### config.mk
export PLATFORM = sky130hd
export DESIGN_NAME = dot_product_operand_streamer
export DESIGN_NICKNAME = d
export VERILOG_FILES = /design/src/rtl/dot_product_operand_streamer_pkg.sv /design/src/rtl/dot_product_operand_streamer_bank.sv /design/src/rtl/dot_product_operand_streamer.sv
export SDC_FILE = /design/constraint.sdc
export NUM_CORES = 2
export LEC_CHECK = 0
export ABC_AREA = 1
export BUFFER_PORTS_ARGS = -buffer_cell sky130_fd_sc_hd__buf_4
export CORE_UTILIZATION = 30
export CTS_BUF_LIST = sky130_fd_sc_hd__clkbuf_2 sky130_fd_sc_hd__clkbuf_4 sky130_fd_sc_hd__clkbuf_8
export DETAILED_ROUTE_END_ITERATION = 8
export SLEW_MARGIN = 10
export SYNTH_ARGS = -nofsm -noshare
export SYNTH_HDL_FRONTEND = slang
export SYNTH_SLANG_ARGS = --single-unit
### constraint.sdc
create_clock -name clk -period 6.9 [get_ports clk]
set_input_delay 0 -clock clk [delete_from_list [all_inputs] [get_ports clk]]
set_output_delay 0 -clock clk [all_outputs]
set_load 0.02 [all_outputs]
### src/rtl/dot_product_operand_streamer_pkg.sv
// Shared types for the dot-product operand streamer.
package dot_product_operand_streamer_pkg;

    typedef enum logic {
        IDLE = 1'b0,
        RUN  = 1'b1
    } stream_state_t;

    typedef enum logic [1:0] {
        SEL_A    = 2'd0,
        SEL_B    = 2'd1,
        SEL_BIAS = 2'd2
    } wr_sel_t;

endpackage

### src/rtl/dot_product_operand_streamer_bank.sv
// One operand bank: A/B element arrays, bias register, read pointer,
// exhausted flag and the registered read path feeding one dot-product unit.
module dot_product_operand_streamer_bank #(
    parameter int DATA_WIDTH = 16,
    parameter int DEPTH      = 16
) (
    input  logic                     clk,
    input  logic                     reset,
    input  logic                     clr,
    input  logic                     rd_en,
    input  logic                     req,
    input  logic                     wrap,
    input  logic [$clog2(DEPTH):0]   len,
    input  logic                     we_a,
    input  logic                     we_b,
    input  logic                     we_bias,
    input  logic [$clog2(DEPTH)-1:0] wr_addr,
    input  logic [DATA_WIDTH-1:0]    wr_data,
    output logic                     valid,
    output logic                     last,
    output logic [DATA_WIDTH-1:0]    a_out,
    output logic [DATA_WIDTH-1:0]    b_out,
    output logic [DATA_WIDTH-1:0]    bias_out,
    output logic                     exhausted
);

    localparam int            AW      = $clog2(DEPTH);
    localparam logic [AW-1:0] PTR_ONE = AW'(1);
    localparam logic [AW:0]   LEN_ONE = (AW + 1)'(1);

    logic [DATA_WIDTH-1:0] mem_a_q [DEPTH];
    logic [DATA_WIDTH-1:0] mem_b_q [DEPTH];
    logic [AW-1:0]         ptr_q, ptr_d;
    logic                  exh_q, exh_d;
    logic                  valid_q, last_q;
    logic [DATA_WIDTH-1:0] a_q, b_q, bias_q;
    logic                  fire;
    logic                  at_end;

    assign fire   = rd_en && req && !exh_q;
    assign at_end = ({1'b0, ptr_q} == (len - LEN_ONE));

    // Pointer advance / wrap and one-shot exhaustion.
    always_comb begin
        ptr_d = ptr_q;
        exh_d = exh_q;
        if (clr) begin
            ptr_d = '0;
            exh_d = 1'b0;
        end else if (fire) begin
            ptr_d = at_end ? '0 : ptr_q + PTR_ONE;
            if (at_end && !wrap) begin
                exh_d = 1'b1;
            end
        end
    end

    // Operand storage; not reset so contents survive a reset.
    always_ff @(posedge clk) begin
        if (we_a) begin
            mem_a_q[wr_addr] <= wr_data;
        end
        if (we_b) begin
            mem_b_q[wr_addr] <= wr_data;
        end
    end

    // Registered read path, valid/last pulses, pointer and bias registers.
    always_ff @(posedge clk or posedge reset) begin
        if (reset) begin
            ptr_q   <= '0;
            exh_q   <= 1'b0;
            valid_q <= 1'b0;
            last_q  <= 1'b0;
            a_q     <= '0;
            b_q     <= '0;
            bias_q  <= '0;
        end else begin
            ptr_q   <= ptr_d;
            exh_q   <= exh_d;
            valid_q <= fire;
            last_q  <= fire && at_end;
            if (fire) begin
                // Reads see the pre-write contents on a same-cycle collision.
                a_q <= mem_a_q[ptr_q];
                b_q <= mem_b_q[ptr_q];
            end
            if (we_bias) begin
                bias_q <= wr_data;
            end
        end
    end

    assign valid     = valid_q;
    assign last      = last_q;
    assign a_out     = a_q;
    assign b_out     = b_q;
    assign bias_out  = bias_q;
    assign exhausted = exh_q;

endmodule

### src/rtl/dot_product_operand_streamer.sv
// Streams banked A/B operands and a per-unit bias to NUM_UNITS dot-product
// units. Holds the run FSM, the length/mode latch and the write decode.
module dot_product_operand_streamer
    import dot_product_operand_streamer_pkg::*;
#(
    parameter int DATA_WIDTH = 16,
    parameter int NUM_UNITS  = 4,
    parameter int DEPTH      = 16
) (
    input  logic                                  clk,
    input  logic                                  reset,
    input  logic                                  start,
    input  logic                                  wrap_mode,
    input  logic [$clog2(DEPTH):0]                vec_len,
    input  logic                                  stop,
    input  logic                                  wr_en,
    input  logic [1:0]                            wr_sel,
    input  logic [$clog2(NUM_UNITS)-1:0]          wr_unit,
    input  logic [$clog2(DEPTH)-1:0]              wr_addr,
    input  logic [DATA_WIDTH-1:0]                 wr_data,
    input  logic [NUM_UNITS-1:0]                  done_array,
    output logic [NUM_UNITS-1:0]                  valid_array,
    output logic [NUM_UNITS-1:0]                  last_array,
    output logic [NUM_UNITS-1:0][DATA_WIDTH-1:0]  a_in_array,
    output logic [NUM_UNITS-1:0][DATA_WIDTH-1:0]  b_in_array,
    output logic [NUM_UNITS-1:0][DATA_WIDTH-1:0]  bias_array,
    output logic                                  busy,
    output logic                                  all_done,
    output logic                                  cfg_err
);

    // state | meaning
    // IDLE  | waiting for a valid start; writes only
    // RUN   | serving per-unit element requests

    localparam int          AW      = $clog2(DEPTH);
    localparam int          UW      = $clog2(NUM_UNITS);
    localparam logic [AW:0] LEN_MAX = (AW + 1)'(DEPTH);

    stream_state_t         state_q, state_d;
    logic [AW:0]           len_q;
    logic                  wrap_q;
    logic                  clr;
    logic                  cfg_err_q, cfg_err_d;
    logic                  all_done_q, all_done_d;
    logic                  rd_en;
    logic                  len_ok;
    logic [NUM_UNITS-1:0]  exhausted;
    logic [NUM_UNITS-1:0]  we_a, we_b, we_bias;

    assign len_ok = (vec_len != '0) && (vec_len <= LEN_MAX);
    assign rd_en  = (state_q == RUN) && !stop;

    // Next state, pointer clear on accepted start, and status pulses.
    always_comb begin
        state_d    = state_q;
        clr        = 1'b0;
        cfg_err_d  = 1'b0;
        all_done_d = 1'b0;
        case (state_q)
            IDLE: begin
                if (start) begin
                    if (len_ok) begin
                        state_d = RUN;
                        clr     = 1'b1;
                    end else begin
                        cfg_err_d = 1'b1;
                    end
                end
            end
            RUN: begin
                if (stop) begin
                    state_d = IDLE;
                end else if (!wrap_q && (&exhausted)) begin
                    // Exhaustion and the final valid land on the same edge,
                    // so the last element is already on the outputs here.
                    state_d    = IDLE;
                    all_done_d = 1'b1;
                end
            end
            default: state_d = IDLE;
        endcase
    end

    // FSM state, status pulses and the length/mode latch.
    always_ff @(posedge clk or posedge reset) begin
        if (reset) begin
            state_q    <= IDLE;
            cfg_err_q  <= 1'b0;
            all_done_q <= 1'b0;
            len_q      <= '0;
            wrap_q     <= 1'b0;
        end else begin
            state_q    <= state_d;
            cfg_err_q  <= cfg_err_d;
            all_done_q <= all_done_d;
            if (clr) begin
                len_q  <= vec_len;
                wrap_q <= wrap_mode;
            end
        end
    end

    // Write strobe decode to the selected bank and target.
    always_comb begin
        we_a    = '0;
        we_b    = '0;
        we_bias = '0;
        for (int u = 0; u < NUM_UNITS; u++) begin
            if (wr_en && (wr_unit == UW'(u))) begin
                we_a[u]    = (wr_sel_t'(wr_sel) == SEL_A);
                we_b[u]    = (wr_sel_t'(wr_sel) == SEL_B);
                we_bias[u] = (wr_sel_t'(wr_sel) == SEL_BIAS);
            end
        end
    end

    for (genvar u = 0; u < NUM_UNITS; u++) begin : g_bank
        dot_product_operand_streamer_bank #(
            .DATA_WIDTH (DATA_WIDTH),
            .DEPTH      (DEPTH)
        ) u_bank (
            .clk       (clk),
            .reset     (reset),
            .clr       (clr),
            .rd_en     (rd_en),
            .req       (done_array[u]),
            .wrap      (wrap_q),
            .len       (len_q),
            .we_a      (we_a[u]),
            .we_b      (we_b[u]),
            .we_bias   (we_bias[u]),
            .wr_addr   (wr_addr),
            .wr_data   (wr_data),
            .valid     (valid_array[u]),
            .last      (last_array[u]),
            .a_out     (a_in_array[u]),
            .b_out     (b_in_array[u]),
            .bias_out  (bias_array[u]),
            .exhausted (exhausted[u])
        );
    end

    assign busy     = (state_q == RUN);
    assign all_done = all_done_q;
    assign cfg_err  = cfg_err_q;

endmodule

==> results.yml <==
timing:
  slew-limit-headroom: 0.164
  max_freq_mhz: 289
  finalSetupTns_ns: 0
  finalClockSkew_ns: 0.114
  drv_slew: 0
  hold_violations: 0
  whs_ns: 0.0796
  setup_viol: 0
  min_period_ns: 3.46
  rsz0062_at_grt: "false"
  tightest_slew_ns: 1.25
  fin_crit_sh: 0.501
detailed_routing:
  route.detailed.drc: 0
  final_antenna_net_count: 0
  routedWlPerCell_um: 22.1
  wirelength_um: 273000
  initialDrtViolationCount: 6366
  routed_via_density: 4.93
  drtPass1Iterations: 6
  vias: 61026
place:
  port_buffers: 241
  hpwl_um: 150000
  dpl_cell_area_sq_um: 96900
  place.gp.congestion: 0.826
setup_path:
  crit_chain: "inv_4 -> buf_4 -> nand2_1 -> nand2_1 -> nand2_1 -> nor2_1 -> nand2_1 -> nor2_2 -> nand4_1 -> nand2_1"
  path_class: "reg -> reg"
  reg2reg_depth: 10
  slowest_delay_ns: 0.89
  crit_arrival_ns: 4.46
  r2r_setup_slack_ns: 3.44
  r2r_start: "g_bank[3].u_bank.ptr_q[1]"
  end_kind: "register"
  start_kind: "register"
  critPathMostFrequentCell: "nand2_1"
  path_max_fanout: 94
  cp.required_ns: 7.90
  critical_path.slowest_cell: "inv_4"
  timing.rr.end: "g_bank[3].u_bank.exhausted"
floorplanning:
  die-area_sq_um: 305000
  die_h_um: 552
  core-area_sq_um: 301000
  start_util: 0.302
  die_x_um: 552
  num_rows: 201
  io_pins: 242
pwr:
  pwr-share-clk: 0.348
  combPwrFrac: 0.179
  ir_drop_mv: 0.178
  p_switching_mw: 10.3
  p_leak_nw: 38.7
  power_mw: 34.2
  seq_power_share: 0.473
  netSwitchingFraction: 0.301
  p_per_area_nw_per_um2: 325
  internal_power_mw: 23.9
yosys:
  yosys_warnings: 0
  synth_area_sq_um: 90800
  yosys.area.top_type: "edfxtp_1"
  synth-compound-area-share: 0.0413
  muxShareOfSynthArea: 0
  synth_top_family_by_area: "simple AND/OR/NAND/NOR gates"
  synth_top_cell_area_share: 0.677
  avgSynthCellArea_sq_um: 11.8
  synth_nets: 7727
  synth_xor_area_frac: 0.00106
  synth_cells: 7683
  synth.area.top_cells: "edfxtp_1 68%, nand2_1 9.4%, dfrtp_1 6.3%, nand3_1 6.2%, nor2_1 2.9%"
  ys_types: 33
  synthSimpleGateAreaFrac: 0.185
  synth-seq-cells: 2277
  seq_area_frac_synth: 0.740
  synthAdderAreaFrac: 0.000689
cells_and_area:
  area_delta_synth_final_pct: 16.0
  final_area_sq_um: 105000
  nFillCells: 29120
  layout.nets: 8174
  drive_above_1_share: 0.133
clock_network:
  cts.path.max_buffers: 4
  cts.clk_slew.worst_paths_ns: 0.07
  cts-root-buf: "clkbuf_8"
  clkSinkCount: 2277
  cts_tree: "built"
  htree_num_levels: 5
  worst_skew_pair.late_latency_ns: 1.14
  cts_resized: 0
  cts_made_buffers: 390
grt:
  grt_pass1_vias: 59388
  grtUsageTotal: 0.174
  grt_pass1_wl_um: 400000
  grt_antenna_before_repair: 10
  grt_max_degree: 180
  grt-ovfl-total: 0
job:
  max-cap-violations: 0
min_path:
  hp-start: "wr_data[8]"
  hold_end: "g_bank[3].u_bank.mem_a_q[5][8]"
  min_path_type: "in -> reg"
  hold_depth: 2
outcome:
  status: "complete, no violations"
## power groups by stage
stage | combinational, mW | sequential, mW | clock (mW)
after floorplan | 3.48 | 16.5 | 0
after global placement | 6.05 | 16.5 | 0
after detailed placement | 6.12 | 16.5 | 0
after CTS | 6.20 | 16.2 | 12.1
after global routing | 6.77 | 16.2 | 12.7
final | 6.13 | 16.2 | 11.9
## timing repair
| action | in CTS | in global routing |
|---|---|---|
| setup buffers | 0 | 0 |
| hold buffers | 79 | 0 |
| endpoints found under the hold margin | 2226 | 0 |
## worst max-delay path: cells and delay by family (launching register included)
| family | cells | cell delay (ns) |
|---|---|---|
| DFF | 1 | 0.73 |
| and+or+nand+nor | 8 | 0.89 |
| buffers and inverters | 2 | 1.64 |
## layout make-up
type / instances / area, sq um / share of cell area
Sequential cell: 2277 / 67300 / 0.638
Multi-Input combinational cell: 4812 / 20800 / 0.197
Clock buffer: 558 / 6820 / 0.0648
Tap cell: 3958 / 4950 / 0.0470
Timing Repair Buffer: 532 / 4330 / 0.0411
Clock inverter: 128 / 724 / 0.00688
Inverter: 117 / 482 / 0.00457
Antenna cell: 7 / 17.5 / 0.000166
## flip-flops by register name (all words and copies together) (netlist names), 4 cells and up
signal	flops
g_bank.u_bank.a_out	64
g_bank.u_bank.exhausted	4
g_bank.u_bank.valid	4
g_bank.u_bank.last	4
len_q	5
g_bank.u_bank.b_out	64
g_bank.u_bank.mem_b_q	1024
g_bank.u_bank.bias_out	64
g_bank.u_bank.ptr_q	16
g_bank.u_bank.mem_a_q	1024
## layout by cell type (no fill, tap or decap), types with 5 or more instances in the layout
| cell type | n |
|---|---|
| nand2_1 | 2271 |
| edfxtp_1 | 2048 |
| nand3_1 | 1115 |
| nor2_1 | 688 |
| buf_4 | 439 |
| clkbuf_8 | 421 |
| o21ai_0 | 370 |
| a21oi_1 | 223 |
| dfrtp_1 | 218 |
| clkbuf_4 | 137 |
| inv_1 | 97 |
| clkinv_1 | 80 |
| dlygate4sd3_1 | 77 |
| clkinv_2 | 45 |
| o22ai_1 | 44 |
| a21boi_0 | 18 |
| o211ai_2 | 17 |
| o21ai_1 | 16 |
| o211ai_1 | 9 |
| buf_6 | 9 |
| dfrtp_4 | 8 |
| diode_2 | 7 |
| nand4_1 | 7 |
| nor2_2 | 7 |
| xor2_1 | 7 |
| inv_6 | 6 |
| bufinv_16 | 6 |
| ha_1 | 5 |
## routing by layer
| metal | share of wire | GRT usage | routed length, um |
|---|---|---|---|
| met2 | 0.47 | 0.283 | 130000 |
| met1 | 0.41 | 0.229 | 113000 |
| met5 | 0 | 0 | 0 |
| met4 | 0.031 | 0.0604 | 8440 |
| met3 | 0.083 | 0.0377 | 22800 |
## per-stage QoR
stage	utilization	std cells	setup WS, ns
3_3_place_gp	0.323	11616	3.50
2_1_floorplan	-	7683	0.624
3_5_place_dp	0.323	11616	3.49
6_report	0.351	12389	3.44
5_1_grt	0.351	12383	3.23
4_1_cts	0.350	12381	3.48
## worst max path at each step
stage,slack (ns),from,to,cells past startpoint
2_1_floorplan,0.62,reset,all_done,1
3_3_place_gp,3.50,g_bank[3].u_bank.ptr_q[1],g_bank[3].u_bank.ptr_q[2],9
3_5_place_dp,3.49,g_bank[3].u_bank.ptr_q[1],g_bank[3].u_bank.ptr_q[2],9
4_1_cts,3.48,g_bank[3].u_bank.ptr_q[1],g_bank[3].u_bank.ptr_q[2],9
5_1_grt,3.23,g_bank[3].u_bank.ptr_q[1],g_bank[3].u_bank.ptr_q[2],9
6_report,3.44,g_bank[3].u_bank.ptr_q[1],g_bank[3].u_bank.exhausted,10
## cell usage after synthesis, drive strengths merged
cell    instances
clkbuf        156
clkinv          6
nand3b          1
o22ai          44
nor3            5
xor2            7
ha              5
xnor2           4
nand3        1117
nor4            1
a21oi         223
o21ai         386
buf           321
nor2          695
o211ai         26
a21boi         18
nand4           8
inv           111
nand2        2271
dfrtp         229
edfxtp       2048
o31ai           1
## cells by family after synthesis
logic type      count (synthesis)
buf+inv                       594
simple gates                 4098
fa+ha+maj                       5
flops                        2277
compound gates                698
xor+xnor                       11
Power figures use the tool's default switching activity.
